<file path="config.mk">
export PLATFORM = sky130hd
export DESIGN_NAME = fft_stage_ctrl
export DESIGN_NICKNAME = d
export VERILOG_FILES = /design/src/rtl/fft_stage_ctrl_pkg.sv /design/src/rtl/fft_addr_delay.sv /design/src/rtl/fft_stage_ctrl.sv
export SDC_FILE = /design/constraint.sdc
export NUM_CORES = 1
export LEC_CHECK = 0
export ABC_CLOCK_PERIOD_IN_PS = 5200
export CAP_MARGIN = 30
export CELL_PAD_IN_SITES_DETAIL_PLACEMENT = 1
export CELL_PAD_IN_SITES_GLOBAL_PLACEMENT = 1
export CORE_ASPECT_RATIO = 0.75
export CORE_MARGIN = 4
export CORE_UTILIZATION = 48
export CTS_BUF_LIST = sky130_fd_sc_hd__clkbuf_4 sky130_fd_sc_hd__clkbuf_8
export DETAILED_ROUTE_END_ITERATION = 8
export GPL_ROUTABILITY_DRIVEN = 0
export GPL_TIMING_DRIVEN = 0
export PLACE_DENSITY = 0.95
export SLEW_MARGIN = 20
export SYNTH_ARGS = -nofsm -noshare
export SYNTH_HDL_FRONTEND = slang
export SYNTH_SLANG_ARGS = --single-unit
</file>
<file path="constraint.sdc">
create_clock -name clk -period 5.2 [get_ports clk]
set_input_delay 0.78 -clock clk [delete_from_list [all_inputs] [get_ports clk]]
set_output_delay 0.78 -clock clk [all_outputs]
set_load 0.02 [all_outputs]
</file>
<file path="src/rtl/fft_stage_ctrl_pkg.sv">
// Shared constants, FSM encodings and address helpers for the 16-point FFT sequencer.
// Latency: n/a (package only).
// Backpressure: n/a (package only).
package fft_stage_ctrl_pkg;

   localparam int FFT_N_LOG2     = 4;
   localparam int FFT_N_BF       = 8;
   localparam int FFT_N_STAGES   = 4;
   localparam int BF_LAT_DEFAULT = 3;

   localparam logic [1:0] ST_IDLE  = 2'd0;
   localparam logic [1:0] ST_RUN   = 2'd1;
   localparam logic [1:0] ST_DRAIN = 2'd2;

   // One read/write address bundle as it travels down the butterfly delay line.
   typedef struct packed {
      logic       vld;
      logic       bank;
      logic [3:0] addr_a;
      logic [3:0] addr_b;
   } addr_pkt_t;

   // Upper butterfly address: butterfly index k with a zero spliced in at the
   // span bit, so the low (3-stage) bits of k stay put and the rest move up one.
   function automatic logic [3:0] bf_addr_a(input logic [1:0] stage, input logic [2:0] k);
      logic [3:0] low_mask;
      logic [3:0] kx;
      kx       = {1'b0, k};
      low_mask = (4'd8 >> stage) - 4'd1;
      return ((kx & ~low_mask) << 1) | (kx & low_mask);
   endfunction

   // Lower butterfly address: partner of addr_a, one span away.
   function automatic logic [3:0] bf_addr_b(input logic [1:0] stage, input logic [2:0] k);
      return bf_addr_a(stage, k) | (4'd8 >> stage);
   endfunction

endpackage

</file>
<file path="src/rtl/fft_addr_delay.sv">
// DEPTH x WIDTH shift register carrying read addresses forward to the write side.
// Latency: exactly DEPTH cycles from i_dat to o_dat.
// Backpressure: none; shifts every cycle, async active-low clear empties the line.
//
// Ports: clk, rst_n, i_dat[WIDTH] (sampled every edge), o_dat[WIDTH] (oldest entry).
module fft_addr_delay #(
   parameter int DEPTH = 3,
   parameter int WIDTH = 10
) (
   input  logic             clk,
   input  logic             rst_n,
   input  logic [WIDTH-1:0] i_dat,
   output logic [WIDTH-1:0] o_dat
);

   logic [DEPTH-1:0][WIDTH-1:0] r_pipe;

   always_ff @(posedge clk or negedge rst_n) begin
      if (!rst_n) begin
         r_pipe <= '0;
      end else begin
         r_pipe[0] <= i_dat;
         for (int i = 1; i < DEPTH; i++) begin
            r_pipe[i] <= r_pipe[i-1];
         end
      end
   end

   assign o_dat = r_pipe[DEPTH-1];

endmodule

</file>
<file path="src/rtl/fft_stage_ctrl.sv">
// Sequencer for the 16-point radix-2 DIF FFT: 4 stages x 8 butterflies per start.
// Latency: first read 1 cycle after start; done 4*(8+BF_LAT) cycles after first read.
// Backpressure: none; start is ignored while busy and on the done cycle.
//
// Ports: clk, rst_n (async active-low), start, busy, done, stage[4], counter[4],
//        rd_valid/rd_bank/rd_addr_a/rd_addr_b (read side, this cycle),
//        wr_valid/wr_bank/wr_addr_a/wr_addr_b (read side delayed BF_LAT cycles).
module fft_stage_ctrl
   import fft_stage_ctrl_pkg::*;
#(
   parameter int N_LOG2 = FFT_N_LOG2,
   parameter int BF_LAT = BF_LAT_DEFAULT
) (
   input  logic       clk,
   input  logic       rst_n,
   input  logic       start,
   output logic       busy,
   output logic       done,
   output logic [3:0] stage,
   output logic [3:0] counter,
   output logic       rd_valid,
   output logic       rd_bank,
   output logic [3:0] rd_addr_a,
   output logic [3:0] rd_addr_b,
   output logic       wr_valid,
   output logic       wr_bank,
   output logic [3:0] wr_addr_a,
   output logic [3:0] wr_addr_b
);

   localparam logic [2:0] LAST_K     = 3'((1 << (N_LOG2 - 1)) - 1);
   localparam logic [1:0] LAST_STAGE = 2'(N_LOG2 - 1);
   localparam logic [2:0] DRAIN_LAST = 3'(BF_LAT - 1);

   logic [1:0] r_state;
   logic [1:0] r_stage;
   logic [2:0] r_k;
   logic [2:0] r_drain_cnt;
   logic       r_busy;
   logic       r_done;
   logic       r_rd_valid;
   logic [3:0] r_rd_a;
   logic [3:0] r_rd_b;

   logic [1:0] w_stage_nxt;
   logic [2:0] w_k_nxt;
   addr_pkt_t  w_rd_pkt;
   addr_pkt_t  w_wr_pkt;

   assign w_stage_nxt = r_stage + 2'd1;
   assign w_k_nxt     = r_k + 3'd1;

   always_ff @(posedge clk or negedge rst_n) begin
      if (!rst_n) begin
         r_state     <= ST_IDLE;
         r_stage     <= 2'd0;
         r_k         <= 3'd0;
         r_drain_cnt <= 3'd0;
         r_busy      <= 1'b0;
         r_done      <= 1'b0;
         r_rd_valid  <= 1'b0;
         r_rd_a      <= 4'd0;
         r_rd_b      <= 4'd0;
      end else begin
         r_done <= 1'b0;
         case (r_state)
            ST_IDLE: begin
               // r_done is high only on the done cycle; a start there is dropped.
               if (start && !r_done) begin
                  r_state    <= ST_RUN;
                  r_busy     <= 1'b1;
                  r_stage    <= 2'd0;
                  r_k        <= 3'd0;
                  r_rd_valid <= 1'b1;
                  r_rd_a     <= bf_addr_a(2'd0, 3'd0);
                  r_rd_b     <= bf_addr_b(2'd0, 3'd0);
               end
            end
            ST_RUN: begin
               if (r_k == LAST_K) begin
                  // counter stays at its last value through the drain.
                  r_state     <= ST_DRAIN;
                  r_drain_cnt <= 3'd0;
                  r_rd_valid  <= 1'b0;
                  r_rd_a      <= 4'd0;
                  r_rd_b      <= 4'd0;
               end else begin
                  r_k    <= w_k_nxt;
                  r_rd_a <= bf_addr_a(r_stage, w_k_nxt);
                  r_rd_b <= bf_addr_b(r_stage, w_k_nxt);
               end
            end
            ST_DRAIN: begin
               // BF_LAT drain cycles let the stage's last write land before the
               // next stage reads the same bank.
               if (r_drain_cnt == DRAIN_LAST) begin
                  if (r_stage == LAST_STAGE) begin
                     r_state <= ST_IDLE;
                     r_busy  <= 1'b0;
                     r_done  <= 1'b1;
                     r_stage <= 2'd0;
                     r_k     <= 3'd0;
                  end else begin
                     r_state    <= ST_RUN;
                     r_stage    <= w_stage_nxt;
                     r_k        <= 3'd0;
                     r_rd_valid <= 1'b1;
                     r_rd_a     <= bf_addr_a(w_stage_nxt, 3'd0);
                     r_rd_b     <= bf_addr_b(w_stage_nxt, 3'd0);
                  end
               end else begin
                  r_drain_cnt <= r_drain_cnt + 3'd1;
               end
            end
            default: begin
               r_state <= ST_IDLE;
               r_busy  <= 1'b0;
            end
         endcase
      end
   end

   // Bank is qualified by valid so the write side idles at all-zero rather than
   // showing an inverted idle bank.
   assign w_rd_pkt = '{vld:    r_rd_valid,
                       bank:   r_rd_valid & ~r_stage[0],
                       addr_a: r_rd_a,
                       addr_b: r_rd_b};

   fft_addr_delay #(
      .DEPTH (BF_LAT),
      .WIDTH ($bits(addr_pkt_t))
   ) u_addr_delay (
      .clk   (clk),
      .rst_n (rst_n),
      .i_dat (w_rd_pkt),
      .o_dat (w_wr_pkt)
   );

   assign busy      = r_busy;
   assign done      = r_done;
   assign stage     = {2'b00, r_stage};
   assign counter   = {1'b0, r_k};
   assign rd_valid  = r_rd_valid;
   assign rd_bank   = r_stage[0];
   assign rd_addr_a = r_rd_a;
   assign rd_addr_b = r_rd_b;
   assign wr_valid  = w_wr_pkt.vld;
   assign wr_bank   = w_wr_pkt.bank;
   assign wr_addr_a = w_wr_pkt.addr_a;
   assign wr_addr_b = w_wr_pkt.addr_b;

endmodule
</file>
## After elaboration in Yosys (flattened, before gate mapping)

Cells that the tools add are included.

| storage, ports and cells | value |
|---|---|
| bits in registers | 51 |
| input bits | 3 |

| cells by class | value |
|---|---|
| add/subtract/negate cells | 4 |
| equal/unequal tests | 12 |
| shift-type cells | 2 |
| multiplexer cells | 37 |
| bitwise gates (word level) | 8 |
| reduce and logical (&&, ||, !) cells | 13 |

Operators with widths:

| kind | count |
|---|---|
| two-way mux 4 bit | 8 |
| case mux 4 bit (3 select lines) | 2 |
| two-way mux 3 bit | 5 |
| != test 2 bit, second input constant | 7 |
| two-way mux 2 bit | 6 |
| AND reduction 4 bit | 3 |
| two-way mux 1 bit | 10 |
| case mux 3 bit (3 select lines) | 1 |
| AND reduction 3 bit | 3 |
| OR 4 bit | 2 |
| right shift 4 x 2 -> 4 bit, first input constant | 2 |
| adder 3 x 1 -> 3 bit, second input constant | 2 |
| case mux 1 bit (3 select lines) | 2 |
| case mux 2 bit (3 select lines) | 1 |
| case mux 3 bit (2 select lines) | 1 |
| AND reduction 5 bit | 1 |
| bitwise AND 3 x 4 -> 4 bit | 1 |
| equality test 2 bit, second input constant | 2 |
| case mux 2 bit (2 select lines) | 1 |
| nonzero test 2 bit | 2 |
| subtractor 4 x 1 -> 4 bit, second input constant | 1 |
| bitwise AND 3 bit | 1 |
| equality test 3 x 2 -> 1 bit, second input constant | 1 |
| equality test 3 bit, second input constant | 1 |
| other kinds (9) | 10 |

## Depth between registers and ports, before layout

| depth | value |
|---|---|
| depth in word-level cells | 8 |
| mapped depth | 8 |

## Modules after synthesis

From an unflattened synthesis, not the netlist that was laid out.

| unflattened totals | value |
|---|---|
| cell total of the unflattened synthesis | 190 |
| area, all modules | 2,230.9 µm² |

Modules (own cells, without submodules):

| module | times used | cells an instance | area an instance (µm²) | sequential area each (µm²) |
|---|---|---|---|---|
| fft_stage_ctrl | 1 | 150 | 1,405.1 | 525.5 |
| fft_addr_delay | 1 | 40 | 825.8 | 750.7 |

## Worst setup path before layout

No wires, ideal clock.

| timing path | value |
|---|---|
| kind | reg-to-reg |
| from | register r_k[0] |
| to | register r_rd_b[2] (netlist: rd_addr_b[2]) |
| library setup time | 64 ps |
| arrival | 1,881 ps |
| required time | 5,136 ps |
| setup slack | 3,255 ps |
| stages on the path, launching flop included | 9 |
| path buffers | 2 |
| period minus slack after synthesis | 1,945 ps |
| path through | dfrtp_1 > ha_1 > ha_1 > buf_2 > nor2b_1 > clkbuf_1 > a21oi_1 > a2111oi_4 > a21o_1 |

| between the ends | value |
|---|---|
| cells in the longest elaborated chain, start to end | 6 |
| elaborated cells on any way between the ends | 8 |
| classes of those cells | add/sub: 1; eq/ne: 1; mux: 2; bitwise: 4 |

Ends and longest elaborated chain:

| element | RTL line | source |
|---|---|---|
| start, declared | fft_stage_ctrl.sv:37 | `logic [2:0] r_k;` |
| start signal, assigned | fft_stage_ctrl.sv:88 | `r_k <= w_k_nxt;` |
| adder 3 x 1 -> 3 bit | fft_stage_ctrl.sv:51 | `assign w_k_nxt = r_k + 3'd1;` |
| bitwise AND 3 bit or bitwise AND 3 x 4 -> 4 bit (tied branches) | fft_stage_ctrl_pkg.sv:30 | `return ((kx & ~low_mask) << 1) \| (kx & low_mask);` |
| OR 4 bit | fft_stage_ctrl_pkg.sv:30 |  |
| OR 4 bit | fft_stage_ctrl_pkg.sv:35 | `return bf_addr_a(stage, k) \| (4'd8 >> stage);` |
| two-way mux 4 bit (*) | fft_stage_ctrl.sv:80 | `if (r_k == LAST_K) begin` |
| case mux 4 bit (3 select lines) (*) | fft_stage_ctrl.sv:66 | `case (r_state)` |
| end signal, assigned | fft_stage_ctrl.sv:76 | `r_rd_b <= bf_addr_b(2'd0, 3'd0);` |
| end signal, assigned | fft_stage_ctrl.sv:90 | `r_rd_b <= bf_addr_b(r_stage, w_k_nxt);` |
| end signal, assigned | fft_stage_ctrl.sv:109 | `r_rd_b <= bf_addr_b(w_stage_nxt, 3'd0);` |
| end, declared | fft_stage_ctrl.sv:43 | `logic [3:0] r_rd_b;` |

Mark *: on every way between the ends. The rest lies on a longest branch, timed or not.
A chain may end at the register's enable or synchronous reset.

## Final worst setup path

| timing path | value |
|---|---|
| from | register r_stage[0] |
| to | output stage[0] |

RTL lines:

| element | RTL line | source |
|---|---|---|
| start, declared | fft_stage_ctrl.sv:36 | `logic [1:0] r_stage;` |
| start signal, assigned | fft_stage_ctrl.sv:105 | `r_stage <= w_stage_nxt;` |
| end, declared | fft_stage_ctrl.sv:19 | `output logic [3:0] stage,` |

No word-level cell between the ends.

==> metrics.md <==
| Metric | Value |
|---|---|
| Die H | about 67 um |
| Largest net degree at the start of global routing | 30 |
| Actual slew at the worst max-slew pin | approximately 0.54 ns |
| Via count | approximately 1.5k |
| Clock Skew | 0.00664 ns |
| Clk Latency, worst-skew pair | roughly 0.30 ns |
| Worst R2R End | rd_addr_b[2] |
| Syn-to-layout area delta | 22.1% |
| Mapped Area | about 2200 sq um |
| Sw power | approximately 0.42 mW |
| Seq/Total Area, Yosys | between 50 and 60% |
| H-tree levels | 2 |
| Syn_area_per_cell | between 10 and 15 sq um |
| Final number of max-transition violations | 0 |
| Internal power | 0.805 mW |
| Routed WL | 4750 um |
| CTS Buffer Depth | 2 |
| Layout cells sized above 1 | 16.8% |
| DRC | 0 |
| # hold bufs at CTS | 0 |
| Logic gate share of total power | a little over a third |
| Ports | 33 |
| Synthesized instance count | roughly 190 |
| Cell area power density | about 450 nW/um^2 |
| R2R Setup Slk | ~2.9 ns |
| DR vias/cell | approximately 5.3 |
| CTS buffer count | 5 |
| Max VDD drop | between 0.15 and 0.2 mV |
| Row count | 21 |
| Worst R2R Path Depth | 8 |
| Clk sink count | 51 |
| Post_cts resized | 0 |
| Fmax | roughly 420 MHz |
| CP max stage delay | approximately 0.6 ns |
| Vias in the first global route | 1613 |
| DIE WIDTH | 86.5 um |
| Total GRT Usage | between 10% and 20% |
| Reg-to-Reg Start | r_k[0] |
| Post-synthesis register bit count | a little over 50 |
| CTS tree | yes |
| WS Path Type | reg2out |
| CTS clk-pin slew, worst paths | approximately 0.09 ns |
| Die area | between 5000 and 6000 sq um |
| Period utilization | a little under half |
| Most common cell after layout, fill and taps aside | dfrtp_1 |
| Routed WL per cell | between 15 and 20 um |
| Final #Nets | between 200 and 250 |
| Critical Path Sink | stage[0] |
| Hold Violations, Final | 0 |
| Initial drt markers | 38 |
| Worst Path Buf+Inv | 2 |
| Flop pwr share | 42.5% |
| Synth warn | 0 |
| Critical Path Start | r_stage[0] |
| Initial Util | between 40 and 50% |
| Dpl ws | roughly 2.9 ns |
| Inserted Diodes | 0 |
| Setup TNS | 0 ns |
| Core area | 4470 sq um |
| CP Cell Sequence | buf_4 -> clkdlybuf4s50_1 |
| DP HPWL | roughly 3500 um |
| Max Cap Violations | 0 |
| CP arrival | 1.60 ns |
| Type of the most critical hold path | reg2reg |
| Cell variety after synth | 33 |
| Antenna Nets Post-Route | 0 |
| Clock Tree Root | clkbuf_8 |
| Leak | approximately 1.3 nW |
| Initial antenna violation count | 0 |
| Final worst slack | 2.82 ns |
| Setup bufs post-CTS | 0 |
| Worst path slowest cell | clkdlybuf4s50_1 |
| CP delay by family, top | buffers and inverters |
| Tmin final | between 2 and 2.5 ns |
| Crit-path max FO | 8 |
| Req. time, crit path | approximately 4.4 ns |
| Setup Viol. Count Final | 0 |
| RSZ-0062 raised after global routing | false |
| Grt total ovfl | 0 |
| Commonest cells after routing, fill and taps aside | dfrtp_1, clkdlybuf4s50_1, buf_4 |
| Sw Share | 34.2% |
| Startpoint Class | flip-flop |
| CP Depth | 2 |
| Slew headroom | 64.3% |
| First-pass GRT wire length | between 7000 and 8000 um |
| Run status | finished, final reports clean |
| First-pass iteration count of the detailed router | 4 |
| Clock network power share | 21.6% |
| Buffers on Ports | 29 |
| CP endpoint kind | output port |
## registers in the layout, indices dropped and copies added, names as in the netlist
name	flops
u_addr_delay.r_pipe	20
u_addr_delay.o_dat	10
rd_addr_a	4
rd_addr_b	4
r_drain_cnt	3
r_k	3
r_stage	2
r_state	2
busy	1
done	1
rd_valid	1
## worst min path at each step
stage / cells past startpoint / startpoint / slack [ns] / to
2_1_floorplan: 0 / u_addr_delay.r_pipe[10] / 0.33 / u_addr_delay.o_dat[0]
3_3_place_gp: 0 / u_addr_delay.r_pipe[8] / 0.33 / u_addr_delay.r_pipe[18]
3_5_place_dp: 0 / u_addr_delay.r_pipe[11] / 0.34 / u_addr_delay.o_dat[1]
4_1_cts: 0 / u_addr_delay.r_pipe[16] / 0.36 / u_addr_delay.o_dat[6]
5_1_grt: 0 / u_addr_delay.r_pipe[9] / 0.36 / u_addr_delay.r_pipe[19]
6_report: 0 / u_addr_delay.r_pipe[16] / 0.35 / u_addr_delay.o_dat[6]
## Yosys cell counts (all sizes together)
| cell type | number | area [sq um] |
|---|---|---|
| inv | 10 | 37.5 |
| o41a | 1 | 11.3 |
| buf | 23 | 178 |
| o32ai | 1 | 8.76 |
| o21ai | 15 | 75.1 |
| clkbuf | 4 | 15.0 |
| o311ai | 1 | 8.76 |
| conb | 1 | 3.75 |
| dfrtp | 51 | 1280 |
| nor2b | 4 | 25.0 |
| a221o | 1 | 10.0 |
| ha | 14 | 175 |
| a2111oi | 1 | 27.5 |
| o31ai | 5 | 42.5 |
| nand3 | 3 | 15.0 |
| a22o | 2 | 18.8 |
| nor3 | 4 | 20.0 |
| xor2 | 1 | 8.76 |
| a22oi | 3 | 22.5 |
| mux2 | 2 | 22.5 |
| a21oi | 7 | 35.0 |
| nor2 | 7 | 26.3 |
| and2b | 1 | 7.51 |
| a21o | 5 | 37.5 |
| nand2b | 3 | 26.3 |
| mux2i | 1 | 10.0 |
| o41ai | 3 | 26.3 |
| nand2 | 13 | 48.8 |
## stage by stage
step	area [sq um]	instances	power [mW]	util, %	hold WS [ns]
2_1_floorplan	2230	189	0.802	-	0.331
3_5_place_dp	2600	276	0.968	58.3	0.336
4_1_cts	2710	283	1.24	60.7	0.356
5_1_grt	2710	283	1.30	60.7	0.358
6_report	2710	283	1.22	60.7	0.352
3_3_place_gp	2590	275	0.934	58.0	0.332
## routing by layer
layer / vias to the layer above / global-route usage, % / share of wire (%)
li1: 689 / - / -
met3: 9 / 4.20 / 4.6
met1: 746 / 21.9 / 43
met4: 0 / 6.23 / 2.0
met5: - / 0 / 0
met2: 44 / 32.2 / 50
## logic make-up (layout without fill, tap and decap cells)
logic type	Yosys count	after routing	share of synthesized area, %
compound gates	45	45	14.6
fa+ha+maj	14	14	7.89
other cells	1	3	0.169
buf+inv	37	74	10.4
flops	51	51	57.5
xor+xnor	1	1	0.395
simple gates	35	35	7.61
mux	3	3	1.47
## power by group through the flow
stage | sequential (mW) | combinational, mW | clock (mW)
floorplan | 0.527 | 0.275 | 0
global placement | 0.520 | 0.414 | 0
detailed placement | 0.528 | 0.440 | 0
CTS | 0.521 | 0.444 | 0.273
global route | 0.530 | 0.481 | 0.292
finish | 0.520 | 0.441 | 0.264
## layout make-up
type / instances / area, sq um
Multi-Input combinational cell: 101 / 721
Clock buffer: 5 / 68.8
Sequential cell: 51 / 1280
Fill cell: 492 / 1760
Inverter: 10 / 37.5
Timing Repair Buffer: 30 / 305
Tap cell: 57 / 71.3
Buffer: 27 / 193
Clock inverter: 2 / 37.5
## worst reg2reg max path: stages (launching register included)
cell       delay, ns
dfrtp_1         0.51
ha_1            0.26
ha_1            0.18
buf_2           0.18
nor2b_1         0.13
clkbuf_1        0.37
a21oi_1         0.16
a2111oi_4       0.37
a21o_1          0.13
Power figures use the tool's default switching activity.
